--- src/rtl/muldiv_hilo_unit.sv ---
// ============================================================================
// Module   : muldiv_hilo_unit
// Purpose  : Iterative MULT/MULTU/DIV/DIVU unit that owns the HI/LO registers.
// Revision : 1.0 - initial release
// ============================================================================
`default_nettype none

module muldiv_hilo_unit #(
    parameter int WIDTH = 32
) (
    input  logic             clk,
    input  logic             reset_n,
    input  logic             start,
    input  logic [1:0]       op,
    input  logic [WIDTH-1:0] A,
    input  logic [WIDTH-1:0] B,
    input  logic             hi_we,
    input  logic             lo_we,
    input  logic [WIDTH-1:0] wr_data,
    output logic             busy,
    output logic             done,
    output logic             div_by_zero,
    output logic [WIDTH-1:0] Hi,
    output logic [WIDTH-1:0] Lo
);

    localparam int         c_CW   = $clog2(WIDTH);
    localparam logic [1:0] c_IDLE = 2'd0;
    localparam logic [1:0] c_RUN  = 2'd1;
    localparam logic [1:0] c_FIX  = 2'd2;

    logic [1:0]         r_state;
    logic [c_CW-1:0]    r_cnt;
    logic               r_is_div;
    logic               r_neg_res;
    logic               r_neg_rem;
    logic [WIDTH-1:0]   r_b;
    logic [2*WIDTH-1:0] r_acc;
    logic [WIDTH-1:0]   r_hi;
    logic [WIDTH-1:0]   r_lo;
    logic               r_done;
    logic               r_dbz;

    logic               w_is_div;
    logic               w_signed;
    logic [WIDTH-1:0]   w_a_mag;
    logic [WIDTH-1:0]   w_b_mag;
    logic [WIDTH-1:0]   w_upper;
    logic [WIDTH-1:0]   w_lower;
    logic [WIDTH:0]     w_add;
    logic [2*WIDTH-1:0] w_mul_next;
    logic [WIDTH:0]     w_shift;
    logic [WIDTH:0]     w_trial;
    logic [2*WIDTH-1:0] w_div_next;
    logic [2*WIDTH-1:0] w_prod_fix;
    logic [WIDTH-1:0]   w_quo_fix;
    logic [WIDTH-1:0]   w_rem_fix;

    assign w_is_div = op[1];
    assign w_signed = op[0];
    // Magnitude of the most negative value is kept as an unsigned 2^(WIDTH-1).
    assign w_a_mag  = (w_signed && A[WIDTH-1]) ? -A : A;
    assign w_b_mag  = (w_signed && B[WIDTH-1]) ? -B : B;

    assign w_upper  = r_acc[2*WIDTH-1:WIDTH];
    assign w_lower  = r_acc[WIDTH-1:0];

    // Shift-add step: conditionally add multiplicand to upper half, shift right.
    assign w_add      = {1'b0, w_upper} + ({(WIDTH+1){w_lower[0]}} & {1'b0, r_b});
    assign w_mul_next = {w_add, w_lower[WIDTH-1:1]};

    // Restoring step: sign of the trial difference selects restore vs. keep.
    assign w_shift    = {w_upper, w_lower[WIDTH-1]};
    assign w_trial    = w_shift - {1'b0, r_b};
    assign w_div_next = {(w_trial[WIDTH] ? w_shift[WIDTH-1:0] : w_trial[WIDTH-1:0]),
                         w_lower[WIDTH-2:0], ~w_trial[WIDTH]};

    assign w_prod_fix = r_neg_res ? -r_acc   : r_acc;
    assign w_quo_fix  = r_neg_res ? -w_lower : w_lower;
    assign w_rem_fix  = r_neg_rem ? -w_upper : w_upper;

    always_ff @(posedge clk or negedge reset_n) begin
        if (!reset_n) begin
            r_state   <= c_IDLE;
            r_cnt     <= '0;
            r_is_div  <= 1'b0;
            r_neg_res <= 1'b0;
            r_neg_rem <= 1'b0;
            r_b       <= '0;
            r_acc     <= '0;
            r_hi      <= '0;
            r_lo      <= '0;
            r_done    <= 1'b0;
            r_dbz     <= 1'b0;
        end else begin
            r_done <= 1'b0;
            r_dbz  <= 1'b0;
            case (r_state)
                c_IDLE: begin
                    if (start) begin
                        if (w_is_div && (B == '0)) begin
                            r_done <= 1'b1;
                            r_dbz  <= 1'b1;
                        end else begin
                            r_is_div  <= w_is_div;
                            r_neg_res <= w_signed & (A[WIDTH-1] ^ B[WIDTH-1]);
                            r_neg_rem <= w_signed & A[WIDTH-1];
                            r_b       <= w_b_mag;
                            r_acc     <= {{WIDTH{1'b0}}, w_a_mag};
                            r_cnt     <= '0;
                            r_state   <= c_RUN;
                        end
                    end else begin
                        if (hi_we) r_hi <= wr_data;
                        if (lo_we) r_lo <= wr_data;
                    end
                end
                c_RUN: begin
                    r_acc <= r_is_div ? w_div_next : w_mul_next;
                    r_cnt <= r_cnt + 1'b1;
                    if (r_cnt == c_CW'(WIDTH-1)) r_state <= c_FIX;
                end
                c_FIX: begin
                    if (r_is_div) begin
                        r_hi <= w_rem_fix;
                        r_lo <= w_quo_fix;
                    end else begin
                        r_hi <= w_prod_fix[2*WIDTH-1:WIDTH];
                        r_lo <= w_prod_fix[WIDTH-1:0];
                    end
                    r_done  <= 1'b1;
                    r_state <= c_IDLE;
                end
                default: r_state <= c_IDLE;
            endcase
        end
    end

    assign busy        = (r_state != c_IDLE);
    assign done        = r_done;
    assign div_by_zero = r_dbz;
    assign Hi          = r_hi;
    assign Lo          = r_lo;

endmodule

`default_nettype wire

--- config.mk ---
export PLATFORM = sky130hd
export DESIGN_NAME = muldiv_hilo_unit
export DESIGN_NICKNAME = d
export VERILOG_FILES = /design/src/rtl/muldiv_hilo_unit.sv
export SDC_FILE = /design/constraint.sdc
export NUM_CORES = 1
export LEC_CHECK = 0
export ABC_AREA = 1
export BUFFER_PORTS_ARGS = -buffer_cell sky130_fd_sc_hd__buf_2
export CAP_MARGIN = 20
export CORE_MARGIN = 5
export CORE_UTILIZATION = 25
export CTS_BUF_LIST = sky130_fd_sc_hd__clkbuf_4 sky130_fd_sc_hd__clkbuf_8
export CTS_CLUSTER_DIAMETER = 30
export DETAILED_ROUTE_END_ITERATION = 16
export GPL_TIMING_DRIVEN = 1
export PLACE_DENSITY = 0.36
export SYNTH_ARGS = -nofsm -noshare
export SYNTH_HDL_FRONTEND = slang
export SYNTH_SLANG_ARGS = --single-unit
--- constraint.sdc ---
create_clock -name clk -period 3.4 [get_ports clk]
set_clock_uncertainty 0.15 [all_clocks]
set_input_delay 0.51 -clock clk [delete_from_list [all_inputs] [get_ports clk]]
set_output_delay 0.51 -clock clk [all_outputs]
set_load 0.02 [all_outputs]
* Word-level counts from Yosys, hierarchy flattened *
Index checks and enable logic that the tools add are counted.
W data, S select, Z words.

storage, ports and cells
  register bits = 172
  bits of input ports = 103
  word-level logic and storage cells = 76

operators by class
  $add $sub $neg = 8
  equal/unequal tests = 9
  mux-type cells = 29
  bitwise gates (word level) = 6
  reductions and logical operators = 13

operator list
  operator               number
  $mux W32               11
  $mux W64               4
  $neg A32 Y32           4
  $pmux W32 S2           2
  $pmux W64 S2           1
  $neg A64 Y64           1
  $add A32 B33 Y33       1
  $and A33 B32 Y33       1
  $sub A33 B32 Y33       1
  $logic_not A32 Y1      1
  $reduce_and A3 Y1      5
  $ne A2 B2 Y1 const B   6
  $mux W5                2
  $pmux W5 S2            1
  $mux W2                3
  $reduce_bool A2 Y1     3
  $add A5 B1 Y5 const B  1
  $eq A5 B5 Y1 const B   1
  $pmux W2 S2            1
  $logic_and A1 B1 Y1    3
  $mux W1                3
  $and A1 B1 Y1          2
  $eq A2 B1 Y1 const B   1
  $eq A2 B2 Y1 const B   1
  other kinds (4)        5

* Logic depth before layout (Yosys ltp) *
  depth after elaboration = 5
  depth in mapped cells = 20
  mapped depth without buffers = 19

* Least setup slack after synthesis *
No wires, ideal clock.

  kind = reg2reg
  start = register r_acc[0]
  end = register r_acc[59]
  arrival = 2405 ps
  required time = 3133 ps
  path slack = 729 ps
  cell stages (with the launch flop) = 20
  path buffers = 2
  clock period less this slack = 2671 ps
  cell sequence = dfrtp_1 > buf_6 > clkbuf_1 > nand2_1 > inv_1 > ha_1 > inv_1 > fa_1 > o21ai_1 > nand2_1 > nand2_1 > nand2_1 > nand2_1 > nand3_1 > nand3_1 > nand2_1 > nor2_1 > nor2_1 > nand2_1 > nand2_1

between the ends
  cells in the longest elaborated chain, start to end = 4

RTL lines
  element                 line  RTL
  from (decl)             38    logic [2*WIDTH-1:0] r_acc;
  from (signal assigned)  109   r_acc <= {{WIDTH{1'b0}}, w_a_mag};
  from (signal assigned)  119   r_acc <= r_is_div ? w_div_next : w_mul_next;
  $and A33 B32 Y33        69    assign w_add = {1'b0, w_upper} + ({(WIDTH+1){w_lower[0]}} & {1'b0, r_b});
  $add A32 B33 Y33        69
  $mux W64                119
  $pmux W64 S2            98    case (r_state)

Every way passes these cells.
A chain may end at the register's enable or synchronous reset.

* Worst setup path in the final report *
  start = register r_b[0]
  end = register r_acc[37]

between the ends
  cells in the longest elaborated chain, start to end = 4

RTL lines
  element                                               line    RTL
  from (decl)                                           37      logic [WIDTH-1:0] r_b;
  from (signal assigned)                                108     r_b <= w_b_mag;
  $and A33 B32 Y33 or $sub A33 B32 Y33 (tied branches)  69, 74
  $add A32 B33 Y33 or $mux W32 (tied branches)          69, 75
  $mux W64 *                                            119
  $pmux W64 S2 *                                        98

Mark *: on every way between the ends. The rest lies on a longest branch, timed or not.

==> impl_metrics.tcl <==
set metrics [dict create \
    setup_viol 0 \
    hold_class "input port to flop" \
    drv_cap 0 \
    wl_met3_microns 5580 \
    fill_cells 7782 \
    finalMaxSlewViolations 0 \
    synthTopCellsByArea "dfrtp_1, nand2_1, inv_1" \
    fin_setup_tns_ns 0 \
    synth_area_sq_um 17100 \
    critPathRequiredTime_ns 3.69 \
    num_io_pins 170 \
    ys_async_sr_fraction 1.00 \
    final_area_sq_um 19800 \
    drt_pass1_iterations 5 \
    nNetsFinal 3241 \
    r2r-start "r_b[0]" \
    cts.sinks 172 \
    relSlewSlack 0.316 \
    grt_max_degree 65 \
    cts_setup_buffers 0 \
    routed_wl_microns 83600 \
    wl_met1_microns 42100 \
    switchingPower_w 0.0144 \
    synth.largest_area_cell "dfrtp_1" \
    crit_end "r_acc[37]" \
    syn_area_per_cell_sq_um 5.95 \
    htreeDepth 4 \
    overflow 0 \
    routabilityCongestion 0.913 \
    p_per_area_nw_per_um2 1200 \
    syn-num-nets 3059 \
    worst_pin_slew_ns 1.02 \
    clk_latency_ns 0.59 \
    clk_pin_slew_ns 0.13 \
    ir_drop_mv 0.363 \
    cts-buffers-inserted 17 \
    via_per_inst 4.93 \
    ys_warn_count 0 \
    cts_max_path_buffers 2 \
    syn2layout_area_growth_pct 15.7 \
    p_leak_nw 10.4 \
    yosysMostFrequentCell "nand2_1" \
    period_share 0.901 \
    antenna_found_initial 2 \
    drcViolationCount 0 \
    drt_iter0_drc 1722 \
    dr.max_layer_used "met5" \
    yosysSeqAreaShare 0.251 \
    layout-drive-gt1-share 0.115 \
    synth_edf_count 0 \
    critPathMaxFanout 26 \
    die_w_microns 272 \
    r2r_end "r_acc[37]" \
    ctsRootBufferMaster "clkbuf_8" \
    postRouteAntennaNets 0 \
    post-route-min-period_ns 3.06 \
    first_global_vias 18700 \
    utilization 0.290 \
    crit_type "flop to flop" \
    synth_cell_type_count 53 \
    power.internal_w 0.00936 \
    start_util 0.251 \
    row_count 96 \
    crit_path_end_kind "flop" \
    synth_ff_type "dfrtp_1" \
    dp_hpwl_microns 68500 \
    pwr-share-comb 0.747 \
    synth_top_area_share 0.251 \
    synth_seq_cells 172 \
    fmax_ghz 0.326 \
    die_h_microns 272 \
    yosys-top-cells-count "nand2_1, inv_1, nand3_1" \
    swShare 0.605 \
    crit_path_start "r_b[0]" \
    power_frac_seq 0.182 \
    synthCells 2884 \
    reg2reg_slack_ns 0.34 \
    clockPowerShare 0.071 \
    startpoint_type "flop" \
    dieArea_sq_um 73900 \
    worstPathArrival_ns 3.35 \
    grt_first_pass_wirelength_microns 124000 \
    placed_area_sq_um 19400 \
    multi_input_area_sq_um 10900 \
    grt_setup_unrepaired "false" \
    reg2regPathDepth 17 \
    tritoncts "built" \
    num_vias 19500 \
    core-area_sq_um 68300 \
    dr_wl_met2_microns 34700 \
    status "finished clean" \
    wl_per_cell_microns 21.1 \
    io_buffer_count 169 \
    grt_usage 0.221 \
    ff_latch_area_sq_um 4310 \
    hold_viol_final 0 \
]
## worst min path at each step
stage | startpoint | endpoint | slack, ns | depth (start not counted)
floorplan | reset_n | Hi[0] | 0.06 | 0
global placement | Lo[25] | Lo[25] | 0.33 | 2
detailed placement | Hi[1] | Hi[1] | 0.33 | 2
CTS | wr_data[7] | Lo[7] | 0.003 | 3
global route | wr_data[5] | Hi[5] | 0.04 | 3
finish | wr_data[7] | Lo[7] | 0.06 | 3
## cell type report
cell class                      instances  area share
Multi-Input combinational cell       2206       0.548
Sequential cell                       172       0.217
Clock inverter                         14     0.00864
Antenna cell                            1    0.000126
Clock buffer                           18      0.0125
Timing Repair Buffer                  256      0.0800
Tap cell                              882      0.0556
Inverter                              413      0.0781
## power groups by stage
stage               Clock [W]  Sequential, W  Combinational, W
global route          0.00180        0.00443            0.0197
finish                0.00168        0.00431            0.0177
floorplan                   0        0.00436            0.0110
CTS                   0.00174        0.00429            0.0176
detailed placement          0        0.00433            0.0175
global placement            0        0.00433            0.0177
## routing by layer
layer  up-vias  track usage
li1       9671            -
met1      9223        0.334
met2       589        0.325
met3        57       0.0464
met4         2       0.0404
met5         -            0
## kinds of logic (layout without fill, tap and decap cells)
kind of cell,after synthesis,count (layout),share of synthesized area
and+or+nand+nor,1592,1592,0.393
AOI/OAI and AO/OA,491,491,0.160
buffers and inverters,506,701,0.116
xor gates and xnor gates,51,51,0.0261
DFF,172,172,0.251
other,0,1,0
adders and majority gates,72,72,0.0534
## cell usage in the layout (no fill, tap or decap), types with 10 or more instances in the layout
cell      count
nand3b_1     10
xnor2_1      22
buf_2       168
o21ai_0     185
o21bai_1     21
inv_1       403
nand2_1     934
nor3_1       41
o21ai_1      42
nand3_1     278
a21oi_1     163
inv_2        10
nand4_1      33
clkbuf_8     19
ha_1         70
dfrtp_1     170
xor2_1       29
o221ai_1     10
or2_2        16
buf_4        79
nor2_1      237
o211ai_1     30
## per-stage QoR
stage	std cells	setup slack, ns	hold slack [ns]	power, W
after global placement	3927	0.375	0.326	0.0220
after detailed placement	3927	0.334	0.326	0.0219
after CTS	3961	0.330	0.00349	0.0237
after floorplan	2884	0.729	0.0644	0.0153
after global routing	3962	0.0597	0.0379	0.0259
final	3962	0.336	0.0616	0.0237
## state kept, by name (all words and copies together) (netlist names)
signal,count
done,1
r_state,2
r_acc,64
r_neg_rem,1
r_b,32
r_is_div,1
Hi,32
Lo,32
r_cnt,5
r_neg_res,1
div_by_zero,1
## repair_timing
| action | in CTS | in global routing |
|---|---|---|
| resized for setup | 0 | 0 |
| hold endpoints to repair | 47 | 0 |
| hold buffers | 2 | 0 |
## critical path: stages, from the launching register on
cell and delay (ns):
dfrtp_1 0.41, ha_1 0.23, fa_1 0.42, inv_1 0.13, nand2_1 0.06, nand2_1 0.08
nand3_1 0.07, nand2_1 0.17, nand2_1 0.09, nand2_2 0.11, nand2_2 0.07, nand2_1 0.07
nand2_1 0.08, nand2_4 0.28, buf_4 0.22, nand3_1 0.08, nand3_1 0.12, o21ai_1 0.06
Power figures use the tool's default switching activity.
